**src/rtl/mem_port_arbiter_if.sv**
```systemverilog
// Bundle for the shared RAM port arbiter: fetch (i_*) and load/store (d_*)
// requester handshakes plus the single RAM port (mem_*).
// Ports: slave = arbiter view, master = CPU pipeline + RAM view.
interface mem_port_arbiter_if #(
    parameter int ADDR_W = 12,
    parameter int DATA_W = 32
);
    logic              i_req;
    logic [ADDR_W-1:0] i_addr;
    logic              i_ack;
    logic              i_rvalid;
    logic [DATA_W-1:0] i_rdata;

    logic              d_req;
    logic [3:0]        d_we;
    logic [ADDR_W-1:0] d_addr;
    logic [DATA_W-1:0] d_wdata;
    logic              d_ack;
    logic              d_rvalid;
    logic [DATA_W-1:0] d_rdata;

    logic              mem_en;
    logic [3:0]        mem_we;
    logic [ADDR_W-1:0] mem_addr;
    logic [DATA_W-1:0] mem_wdata;
    logic [DATA_W-1:0] mem_rdata;

    modport slave (
        input  i_req, i_addr,
        output i_ack, i_rvalid, i_rdata,
        input  d_req, d_we, d_addr, d_wdata,
        output d_ack, d_rvalid, d_rdata,
        output mem_en, mem_we, mem_addr, mem_wdata,
        input  mem_rdata
    );

    modport master (
        output i_req, i_addr,
        input  i_ack, i_rvalid, i_rdata,
        output d_req, d_we, d_addr, d_wdata,
        input  d_ack, d_rvalid, d_rdata,
        input  mem_en, mem_we, mem_addr, mem_wdata,
        output mem_rdata
    );
endinterface

```
**src/rtl/mem_port_arbiter.sv**
```systemverilog
// Round-robin arbiter sharing one single-ported RAM between instruction
// fetch (I) and load/store (D); routes read data back after READ_LAT cycles.
// Ports: clk, rst (sync, active high), stall (blocks new grants),
//        bus (slave modport: requesters + RAM port), cpu_stall,
//        conflict_cnt (saturating count of contended, unstalled cycles).
module mem_port_arbiter #(
    parameter int ADDR_W   = 12,
    parameter int DATA_W   = 32,
    parameter int READ_LAT = 1
) (
    input  logic                 clk,
    input  logic                 rst,
    input  logic                 stall,
    mem_port_arbiter_if.slave    bus,
    output logic                 cpu_stall,
    output logic [15:0]          conflict_cnt
);

    typedef enum logic {
        LAST_I = 1'b0,
        LAST_D = 1'b1
    } last_gnt_e;

    last_gnt_e           last_gnt_q, last_gnt_d;
    logic [READ_LAT-1:0] vld_q, vld_d;
    logic [READ_LAT-1:0] tag_q, tag_d;
    logic [15:0]         cnt_q, cnt_d;

    logic                gnt_i, gnt_d;
    logic [ADDR_W-1:0]   addr_mux;
    logic [DATA_W-1:0]   rdata;

    always_ff @(posedge clk) begin
        if (rst) begin
            last_gnt_q <= LAST_I;
            vld_q      <= '0;
            tag_q      <= '0;
            cnt_q      <= '0;
        end else begin
            last_gnt_q <= last_gnt_d;
            vld_q      <= vld_d;
            tag_q      <= tag_d;
            cnt_q      <= cnt_d;
        end
    end

    always_comb begin
        gnt_i      = 1'b0;
        gnt_d      = 1'b0;
        last_gnt_d = last_gnt_q;
        vld_d      = '0;
        tag_d      = '0;
        cnt_d      = cnt_q;

        // Requests seen during reset are held off until reset drops.
        if (!rst && !stall) begin
            if (bus.i_req && bus.d_req) begin
                if (last_gnt_q == LAST_I) gnt_d = 1'b1;
                else                      gnt_i = 1'b1;
            end else if (bus.i_req) begin
                gnt_i = 1'b1;
            end else if (bus.d_req) begin
                gnt_d = 1'b1;
            end
        end

        if (gnt_i) last_gnt_d = LAST_I;
        if (gnt_d) last_gnt_d = LAST_D;

        // Stage 0 records this cycle's grant; tag 1 marks a D read.
        vld_d[0] = gnt_i | (gnt_d && bus.d_we == 4'b0000);
        tag_d[0] = gnt_d;
        for (int i = 1; i < READ_LAT; i++) begin
            vld_d[i] = vld_q[i-1];
            tag_d[i] = tag_q[i-1];
        end

        if (bus.i_req && bus.d_req && !stall && cnt_q != 16'hFFFF)
            cnt_d = cnt_q + 16'd1;

        addr_mux = gnt_d ? bus.d_addr : bus.i_addr;
        rdata    = bus.mem_rdata;

        bus.i_ack     = gnt_i;
        bus.d_ack     = gnt_d;
        bus.mem_en    = gnt_i | gnt_d;
        bus.mem_we    = gnt_d ? bus.d_we : 4'b0000;
        bus.mem_addr  = addr_mux;
        bus.mem_wdata = bus.d_wdata;

        // The last stage is only cleared at the reset edge, so mask it here.
        bus.i_rvalid  = !rst && vld_q[READ_LAT-1] && !tag_q[READ_LAT-1];
        bus.d_rvalid  = !rst && vld_q[READ_LAT-1] &&  tag_q[READ_LAT-1];
        bus.i_rdata   = rdata;
        bus.d_rdata   = rdata;

        cpu_stall    = (bus.i_req && !gnt_i) || (bus.d_req && !gnt_d);
        conflict_cnt = cnt_q;
    end

endmodule
```
**src/flat_wrapper.sv**
```systemverilog
// flat-port wrapper written by rule: the top's interface ports become plain ports
module mem_port_arbiter_flat 
#(
    parameter int ADDR_W   = 12,
    parameter int DATA_W   = 32,
    parameter int READ_LAT = 1
)
  (clk, rst, stall, cpu_stall, conflict_cnt, bus_i_req, bus_i_addr, bus_i_ack, bus_i_rvalid, bus_i_rdata, bus_d_req, bus_d_we, bus_d_addr, bus_d_wdata, bus_d_ack, bus_d_rvalid, bus_d_rdata, bus_mem_en, bus_mem_we, bus_mem_addr, bus_mem_wdata, bus_mem_rdata);
  mem_port_arbiter_if #(.ADDR_W(ADDR_W), .DATA_W(DATA_W)) bus_i ();
  input  logic clk;
  input  logic rst;
  input  logic stall;
  output logic cpu_stall;
  output logic [15:0] conflict_cnt;
  input wire logic [$bits(bus_i.i_req)-1:0] bus_i_req;
  input wire logic [$bits(bus_i.i_addr)-1:0] bus_i_addr;
  output wire logic [$bits(bus_i.i_ack)-1:0] bus_i_ack;
  output wire logic [$bits(bus_i.i_rvalid)-1:0] bus_i_rvalid;
  output wire logic [$bits(bus_i.i_rdata)-1:0] bus_i_rdata;
  input wire logic [$bits(bus_i.d_req)-1:0] bus_d_req;
  input wire logic [$bits(bus_i.d_we)-1:0] bus_d_we;
  input wire logic [$bits(bus_i.d_addr)-1:0] bus_d_addr;
  input wire logic [$bits(bus_i.d_wdata)-1:0] bus_d_wdata;
  output wire logic [$bits(bus_i.d_ack)-1:0] bus_d_ack;
  output wire logic [$bits(bus_i.d_rvalid)-1:0] bus_d_rvalid;
  output wire logic [$bits(bus_i.d_rdata)-1:0] bus_d_rdata;
  output wire logic [$bits(bus_i.mem_en)-1:0] bus_mem_en;
  output wire logic [$bits(bus_i.mem_we)-1:0] bus_mem_we;
  output wire logic [$bits(bus_i.mem_addr)-1:0] bus_mem_addr;
  output wire logic [$bits(bus_i.mem_wdata)-1:0] bus_mem_wdata;
  input wire logic [$bits(bus_i.mem_rdata)-1:0] bus_mem_rdata;
  assign bus_i.i_req = bus_i_req;
  assign bus_i.i_addr = bus_i_addr;
  assign bus_i_ack = bus_i.i_ack;
  assign bus_i_rvalid = bus_i.i_rvalid;
  assign bus_i_rdata = bus_i.i_rdata;
  assign bus_i.d_req = bus_d_req;
  assign bus_i.d_we = bus_d_we;
  assign bus_i.d_addr = bus_d_addr;
  assign bus_i.d_wdata = bus_d_wdata;
  assign bus_d_ack = bus_i.d_ack;
  assign bus_d_rvalid = bus_i.d_rvalid;
  assign bus_d_rdata = bus_i.d_rdata;
  assign bus_mem_en = bus_i.mem_en;
  assign bus_mem_we = bus_i.mem_we;
  assign bus_mem_addr = bus_i.mem_addr;
  assign bus_mem_wdata = bus_i.mem_wdata;
  assign bus_i.mem_rdata = bus_mem_rdata;
  mem_port_arbiter #(.ADDR_W(ADDR_W), .DATA_W(DATA_W), .READ_LAT(READ_LAT)) u_core (.clk(clk), .rst(rst), .stall(stall), .bus(bus_i), .cpu_stall(cpu_stall), .conflict_cnt(conflict_cnt));
endmodule
```
**config.mk**
```make
export PLATFORM = sky130hd
export DESIGN_NAME = mem_port_arbiter_flat
export DESIGN_NICKNAME = d
export VERILOG_FILES = /design/src/rtl/mem_port_arbiter_if.sv /design/src/rtl/mem_port_arbiter.sv /design/src/flat_wrapper.sv
export SDC_FILE = /design/constraint.sdc
export NUM_CORES = 1
export LEC_CHECK = 0
export CORE_AREA = 2 2 90 92
export DETAILED_ROUTE_END_ITERATION = 6
export DIE_AREA = 0 0 92 94
export DONT_BUFFER_PORTS = 1
export PLACE_DENSITY = 0.39
export RECOVER_POWER = 100
export SLEW_MARGIN = 20
export SYNTH_ARGS = -nofsm -noshare
export SYNTH_HDL_FRONTEND = slang
export SYNTH_SLANG_ARGS = --single-unit
export TNS_END_PERCENT = 5
```
**constraint.sdc**
```tcl
create_clock -name clk -period 1.48 [get_ports clk]
set_input_delay 0.296 -clock clk [delete_from_list [all_inputs] [get_ports clk]]
set_output_delay 0.296 -clock clk [all_outputs]
set_load 0.02 [all_outputs]
```
Word-level counts from Yosys, hierarchy flattened:

Cells that the tools add are included.

* bits of input ports: 97
* word-level logic and storage cells: 39
* flip-flop bits (word level): 19

* multiplexer cells: 13
* reductions and logical operators: 18
* bitwise gates (word level): 2
* equal/unequal tests: 1
* add/sub/neg operators: 1

Operator list (number)
* $add 16x1->16 const B: 1
* $ne 16x16->1 const B: 1
* $mux 12: 1
* $mux 1: 11
* $logic_and 1x1->1: 10
* $logic_not 1->1: 5
* $logic_not 4->1: 1
* $mux 4: 1
* $or 1x1->1: 2
* $reduce_bool 2->1: 1
* $logic_or 1x1->1: 1

Logic depth before layout (Yosys ltp):

Gate-level depths: netlist of run 1.

* word-level depth: 7
* gate-level depth with buffers: 6

Least setup slack after synthesis of run 1:

No wires, ideal clock.

* path type: register to register
* start: reg u_core.cnt_q[0] (netlist: u_core.conflict_cnt[0])
* end: reg u_core.cnt_q[6] (netlist: u_core.conflict_cnt[6])
* clock period less this slack: 1.713 ns
* stages on the path, launching flop included: 6
* buffers on the path: 0
* data arrival time: 1.643 ns
* slack: -0.233 ns
* required time: 1.410 ns
* library setup time: 0.070 ns
* path through: dfxtp_1 -> ha_1 -> and4b_2 -> nand2_2 -> or4_1 -> a21oi_1

* longest elaborated chain between the ends: 2
* elaborated cells on any way between the ends: 3
* classes of those cells: 1 x add/sub; 1 x eq/ne; 1 x reduce/logical

RTL lines
* from (decl): line mem_port_arbiter.sv:27 `logic [15:0] cnt_q, cnt_d;`
* from (signal assigned): line mem_port_arbiter.sv:43 `cnt_q <= cnt_d;`
* parallel branches: the longest is 2 deep, another holds $add 16x1->16

Parallel ways; which one is timed is not known.
A chain may end at the register's enable or synchronous reset.

Worst setup path in the final report of run 1:

* start: reg u_core.cnt_q[1] (netlist: u_core.conflict_cnt[1])
* end: reg u_core.cnt_q[6] (netlist: u_core.conflict_cnt[6])

The elaborated chain is that of the path after synthesis.

==> flow_summary.json, run 1 <==
{
  "combPwrFrac_pct": 13.8,
  "maxCapViolCount": 0,
  "crit_path_start": "u_core.conflict_cnt[1]",
  "crit_fanout": 4,
  "grt_use_total_pct": 10.1,
  "antenna_found_initial": 0,
  "drc": 0,
  "start_util_pct": 25.5,
  "drt-initial-drc-count": 48,
  "seq_area_frac_synth_pct": 19.6,
  "vias": 1415,
  "gp_congestion": 0.717,
  "post-dp-hpwl_mm": 3.71,
  "power.total_mw": 1.05,
  "ys_ff_latch": 19,
  "synthArstFlopShare_pct": 0,
  "place_ws_ps": -1.87,
  "synth_nets": 363,
  "pwr-share-clk_pct": 36.8,
  "topRoutingLayerUsed": "met4",
  "setup_viol": 1,
  "p_sw_share_pct": 28.2,
  "nets": 308,
  "numPortBuffers": 0,
  "clock_skew_ps": 7.96,
  "grt_max_degree": 26,
  "violations": "setup timing",
  "crit_type": "reg2reg",
  "grt_first_pass_wirelength_mm": 6.86,
  "cp-endpoint": "u_core.conflict_cnt[6]",
  "ir_drop_mv": 0.220,
  "regToRegSetupSlack_ps": -20,
  "cts_sinks": 19,
  "hold_viol_final": 0,
  "syn_to_final_growth_pct": -7.82,
  "cts_tree": "built",
  "boundaryPins": 231,
  "syn_inst": 265,
  "internal_power_mw": 0.756,
  "die-area_um2": 8650,
  "numCtsBuffers": 3,
  "power.leakage_nw": 0.682,
  "fin_crit_sh_pct": 101,
  "grt_pass1_vias": 1322,
  "die_h_um": 94,
  "tightest_slew_ps": 390,
  "clockBufferDepth": 2,
  "timing.rr.end": "u_core.conflict_cnt[6]",
  "wl_met3_um": 489,
  "wl_met2_mm": 2.30,
  "drive_above_1_share_pct": 39.7,
  "rsz0062_at_grt": "true",
  "max_freq_ghz": 0.668,
  "critPathRequiredTime_ps": 1680,
  "r2r_cells": 5,
  "rows": 32,
  "hp-class": "in2reg",
  "drt-met1-wl_mm": 1.69,
  "gr-total-overflow": 0,
  "worstSetupEndpointType": "register",
  "ys_warn_count": 0,
  "syn_area_um2": 1940,
  "worst_slack_ps": -16.5,
  "via_per_inst": 4.55,
  "min_period_ps": 1500,
  "status": "complete, but fails checks",
  "wl_mm": 4.61,
  "cts-root-buf": "clkbuf_8",
  "power.net_switching_mw": 0.297,
  "drv_slew": 0,
  "power.density_nw_per_um2": 589,
  "fillers": 887,
  "ys.flop_type": "dfxtp_1",
  "start_kind": "register",
  "critPathArrivalTime_ps": 1700,
  "synth_enable_flop_cells": 0,
  "dp_cells": 306,
  "htree_levels": 1,
  "max-slew-margin-rel_pct": 73.7,
  "drtAntennaViolNets": 0,
  "diodes": 0,
  "clkTransAtPathRegs_ps": 80,
  "timing.rr.start": "u_core.conflict_cnt[1]",
  "stdcell_count": 311,
  "seqPwrFrac_pct": 49.4,
  "drtPass1Iterations": 4,
  "wire_per_inst_um": 14.8,
  "core-area_um2": 7610,
  "synthDistinctLibCells": 39,
  "syn_avg_cell_area_um2": 7.31,
  "clk_latency_ps": 270,
  "die_w_um": 92
}
==> cells in the mapped netlist, types with 2 or more instances <==
master | n | area [um^2]
nor2_1 | 10 | 37.5
a21oi_1 | 12 | 60.1
nor3_1 | 7 | 35.0
or3_1 | 2 | 12.5
mux2_2 | 3 | 33.8
nor2b_1 | 4 | 25.0
clkbuf_1 | 2 | 7.51
nor4_1 | 3 | 18.8
a311oi_1 | 2 | 17.5
dfxtp_1 | 19 | 380
nand3_1 | 6 | 30.0
o31ai_1 | 6 | 45.0
o21ai_0 | 3 | 15.0
and3_1 | 2 | 12.5
nand4_1 | 5 | 31.3
nand2b_1 | 2 | 12.5
buf_4 | 96 | 721
nand2_1 | 44 | 165
o21a_1 | 2 | 15.0
or4_1 | 5 | 37.5
inv_1 | 6 | 22.5
and2_1 | 7 | 43.8
==> critical path, stage by stage (launching register included) <==
cell     delay (ps)
dfxtp_4         370
ha_4            130
and4b_2         260
nand2_2          80
or4_1           460
a21oi_1         130
==> sequential cells by signal, indices dropped and copies added (netlist names) <==
| register | cells |
|---|---|
| u_core.vld_q | 1 |
| u_core.tag_q | 1 |
| u_core.conflict_cnt | 16 |
| u_core.last_gnt_q | 1 |
==> timing repair <==
item | 4_1_cts | 5_1_grt
hold buffers | 0 | 0
pin swaps | 3 | 8
setup buffers | 0 | 1
endpoints found under the setup margin | 23 | 32
cloned | 0 | 0
gates resized for setup | 19 | 15
==> layer usage <==
metal  up-vias  global-route usage (%)
li1        684                       -
met1       628                    9.92
met2        81                    18.8
met3        22                    4.25
met4         0                    3.73
met5         -                       0
==> cells by family after synthesis <==
group | count (synthesis) | share of synthesized area, %
multiplexers | 4 | 2.26
adder cells (fa/ha/maj) | 1 | 0.646
AO/OA/AOI/OAI | 27 | 8.79
AND/OR/NAND/NOR | 108 | 29.5
buffers and inverters | 106 | 39.2
flip-flops | 19 | 19.6
==> worst min path at each step <==
stage / from / to / depth (start not counted)
final: rst / u_core.conflict_cnt[4] / 1
after detailed placement: rst / u_core.conflict_cnt[7] / 1
after global routing: rst / u_core.conflict_cnt[6] / 1
after floorplan: bus_i_req / u_core.last_gnt_q / 1
after global placement: rst / u_core.conflict_cnt[4] / 1
after CTS: rst / u_core.conflict_cnt[4] / 1
==> cell type report <==
type	count	area, um^2	share of cell area [%]
well taps	102	128	7.15
clock buffers	4	45.0	2.52
repair buffers	40	272	15.2
multi-input cells	140	925	51.8
flip-flops and latches	19	394	22.1
inverters	6	22.5	1.26
==> through the flow <==
step / area (um^2) / setup TNS [ps] / hold WS [ps] / utilization, %
after global placement: 1680 / 0 / 362 / 22.1
after CTS: 1770 / -260 / 73.9 / 23.3
after detailed placement: 1680 / -2.17 / 364 / 22.1
final: 1790 / -16.5 / 82.9 / 23.5
after global routing: 1790 / -987 / 68.7 / 23.5
after floorplan: 1990 / -88.2 / 416 / -
==> power groups by stage <==
stage	combinational, mW	sequential [mW]	clock [mW]
floorplan	0.488	0.533	0
global placement	0.137	0.531	0
detailed placement	0.137	0.531	0
CTS	0.149	0.519	0.408
global route	0.157	0.520	0.424
finish	0.146	0.519	0.387
==> cells in the final DEF, fill, tap and decap left out, drive strengths merged, types with 2 or more instances in the layout <==
cell,instances
mux2,3
nand2,45
or4,5
nor4,4
and2,7
or3,3
dfxtp,19
clkbuf,16
nand3,6
o31ai,6
o21a,2
nand4,6
a21oi,12
o21ai,3
and3,3
nor3,7
buf,28
and3b,2
nor2b,4
inv,6
nor2,10
a311oi,2
nand2b,2
(Power assumes the default switching activity.)
==> run 2: changes to the inputs <==
- HOLD_SLACK_MARGIN: unset -> 0.15
==> flow_summary.json, run 2 (synthesis gave the netlist of run 1 again) <==
{
  "status": "complete, but fails checks",
  "violations": "setup timing",
  "crit_type": "reg2reg",
  "r2r_cells": 5,
  "numPortBuffers": 0,
  "wire_per_inst_um": 14.8,
  "timing.rr.start": "u_core.conflict_cnt[1]",
  "stdcell_count": 313,
  "power.leakage_nw": 0.691,
  "core-area_um2": 7610,
  "syn_to_final_growth_pct": -6.78,
  "hold_viol_final": 0,
  "clkTransAtPathRegs_ps": 80,
  "timing.rr.end": "u_core.conflict_cnt[6]",
  "drtAntennaViolNets": 0,
  "clockBufferDepth": 2,
  "dp_cells": 306,
  "setup_viol": 1,
  "rows": 32,
  "drv_slew": 0,
  "drive_above_1_share_pct": 39.3,
  "boundaryPins": 231,
  "final_cell_mix": "nand2_1 (31), buf_4 (27), nand2_2 (14), a21oi_1 (12), dfxtp_1 (12)",
  "wl_mm": 4.64,
  "critPathRequiredTime_ps": 1670,
  "holdPathEnd": "u_core.last_gnt_q",
  "grt.met2_usage_pct": 19.3,
  "layout_commonest_cell": "nand2_1",
  "ir_drop_mv": 0.220,
  "drtPass1Iterations": 4,
  "fin_tns_setup_ps": -25.3,
  "max-slew-margin-rel_pct": 63.0,
  "power.density_nw_per_um2": 588,
  "drc": 0,
  "cp_slowest_cell": "or4_1",
  "worst_slack_ps": -25.3,
  "die_h_um": 94,
  "die_w_um": 92,
  "holdCritStartpoint": "stall",
  "regToRegSetupSlack_ps": -30,
  "clock_skew_ps": 8.28,
  "grt_use_total_pct": 10.2,
  "hold_depth": 2,
  "slowest_delay_ps": 460,
  "max_freq_ghz": 0.664,
  "cts_tree": "built",
  "die-area_um2": 8650,
  "grt_first_pass_wirelength_mm": 6.91,
  "rsz0062_at_grt": "true",
  "grt_pass1_vias": 1342,
  "numCtsBuffers": 3,
  "maxCapViolCount": 0,
  "critPathTopFamily": "simple AND/OR/NAND/NOR gates",
  "gr-total-overflow": 0,
  "start_util_pct": 25.5,
  "gr-max-usage-layer": "met2",
  "power.total_mw": 1.06,
  "crit_cells": 5,
  "nets": 310,
  "use_met1_pct": 9.78,
  "antenna_found_initial": 0,
  "hp-class": "in2reg",
  "fillers": 885,
  "min_period_ps": 1510,
  "worstSetupEndpointType": "register",
  "cts_sinks": 19,
  "critPathArrivalTime_ps": 1700,
  "cts-root-buf": "clkbuf_8",
  "diodes": 0,
  "grt_max_degree": 18,
  "crit_fanout": 4,
  "clk_latency_ps": 270,
  "via_per_inst": 4.53,
  "vias": 1417,
  "path_cells": "ha_4 > and4b_2 > nand2_2 > or4_1 > a21oi_1",
  "start_kind": "register",
  "largest_reg_flops": 16,
  "use_met3_pct": 4.25,
  "htree_levels": 1,
  "place_ws_ps": -1.87,
  "gp_congestion": 0.717,
  "fin_crit_sh_pct": 102,
  "tightest_slew_ps": 553,
  "drt-initial-drc-count": 37,
  "post-dp-hpwl_mm": 3.71,
  "crit_buf_inv": 0
}
run 2: cell types whose count changed in the layout (fill, tap and decap cells not counted), sizes merged:
cell / previous run / this run
dlygate4sd3: 0 / 2
run 2: per-layer routing:
metal | part of all wire (%) | wire, um | up-vias
met2 | 51 | 2350 | 81
met1 | 36 | 1680 | 627
met3 | 11 | 491 | 22
met5 | 0 | 0 | -
met4 | 2.6 | 121 | 0
li1 | - | - | 687
run 2: power by group:
group / internal, mW / switching (mW)
registers: 0.514 / 0.00499
logic: 0.0526 / 0.103
clock network: 0.192 / 0.195
run 2: worst max path at each step:
stage,slack [ps],startpoint,to
after global routing,-90,u_core.conflict_cnt[1],u_core.conflict_cnt[8]
after detailed placement,-2,u_core.conflict_cnt[1],u_core.conflict_cnt[6]
after global placement,7,u_core.conflict_cnt[1],u_core.conflict_cnt[8]
after CTS,-40,u_core.last_gnt_q,bus_mem_we[3]
after floorplan,-30,u_core.conflict_cnt[12],u_core.conflict_cnt[5]
final,-30,u_core.conflict_cnt[1],u_core.conflict_cnt[6]
run 2: what timing repair did:
| item | CTS | global route |
|---|---|---|
| hold endpoints to repair | 13 | 0 |
| pin swaps | 3 | 8 |
| hold buffers | 2 | 0 |
| buffers inserted | 0 | 1 |
| gates resized for setup | 19 | 15 |
| setup endpoints to repair | 23 | 32 |
run 2: metrics by stage:
step / area [um^2] / hold WS, ps / util [%]
final: 1810 / 204 / 23.7
after global routing: 1810 / 205 / 23.7
after CTS: 1790 / 198 / 23.6
after detailed placement: 1680 / 364 / 22.1
after global placement: 1680 / 362 / 22.1
after floorplan: 1990 / 416 / -
run 2: layout make-up:
type                    instances  area (um^2)  area share, %
clock buffers                   4         45.0           2.49
inverters                       6         22.5           1.25
multi-input cells             140          925           51.2
flip-flops and latches         19          394           21.8
well taps                     102          128           7.07
repair buffers                 42          292           16.1
==> run 3: changes to the inputs <==
- CAP_MARGIN: unset -> 30
- SLEW_MARGIN: 20 -> 15
==> results of run 3 <==
Final layout, timing and power as in run 2 (identical DEF).
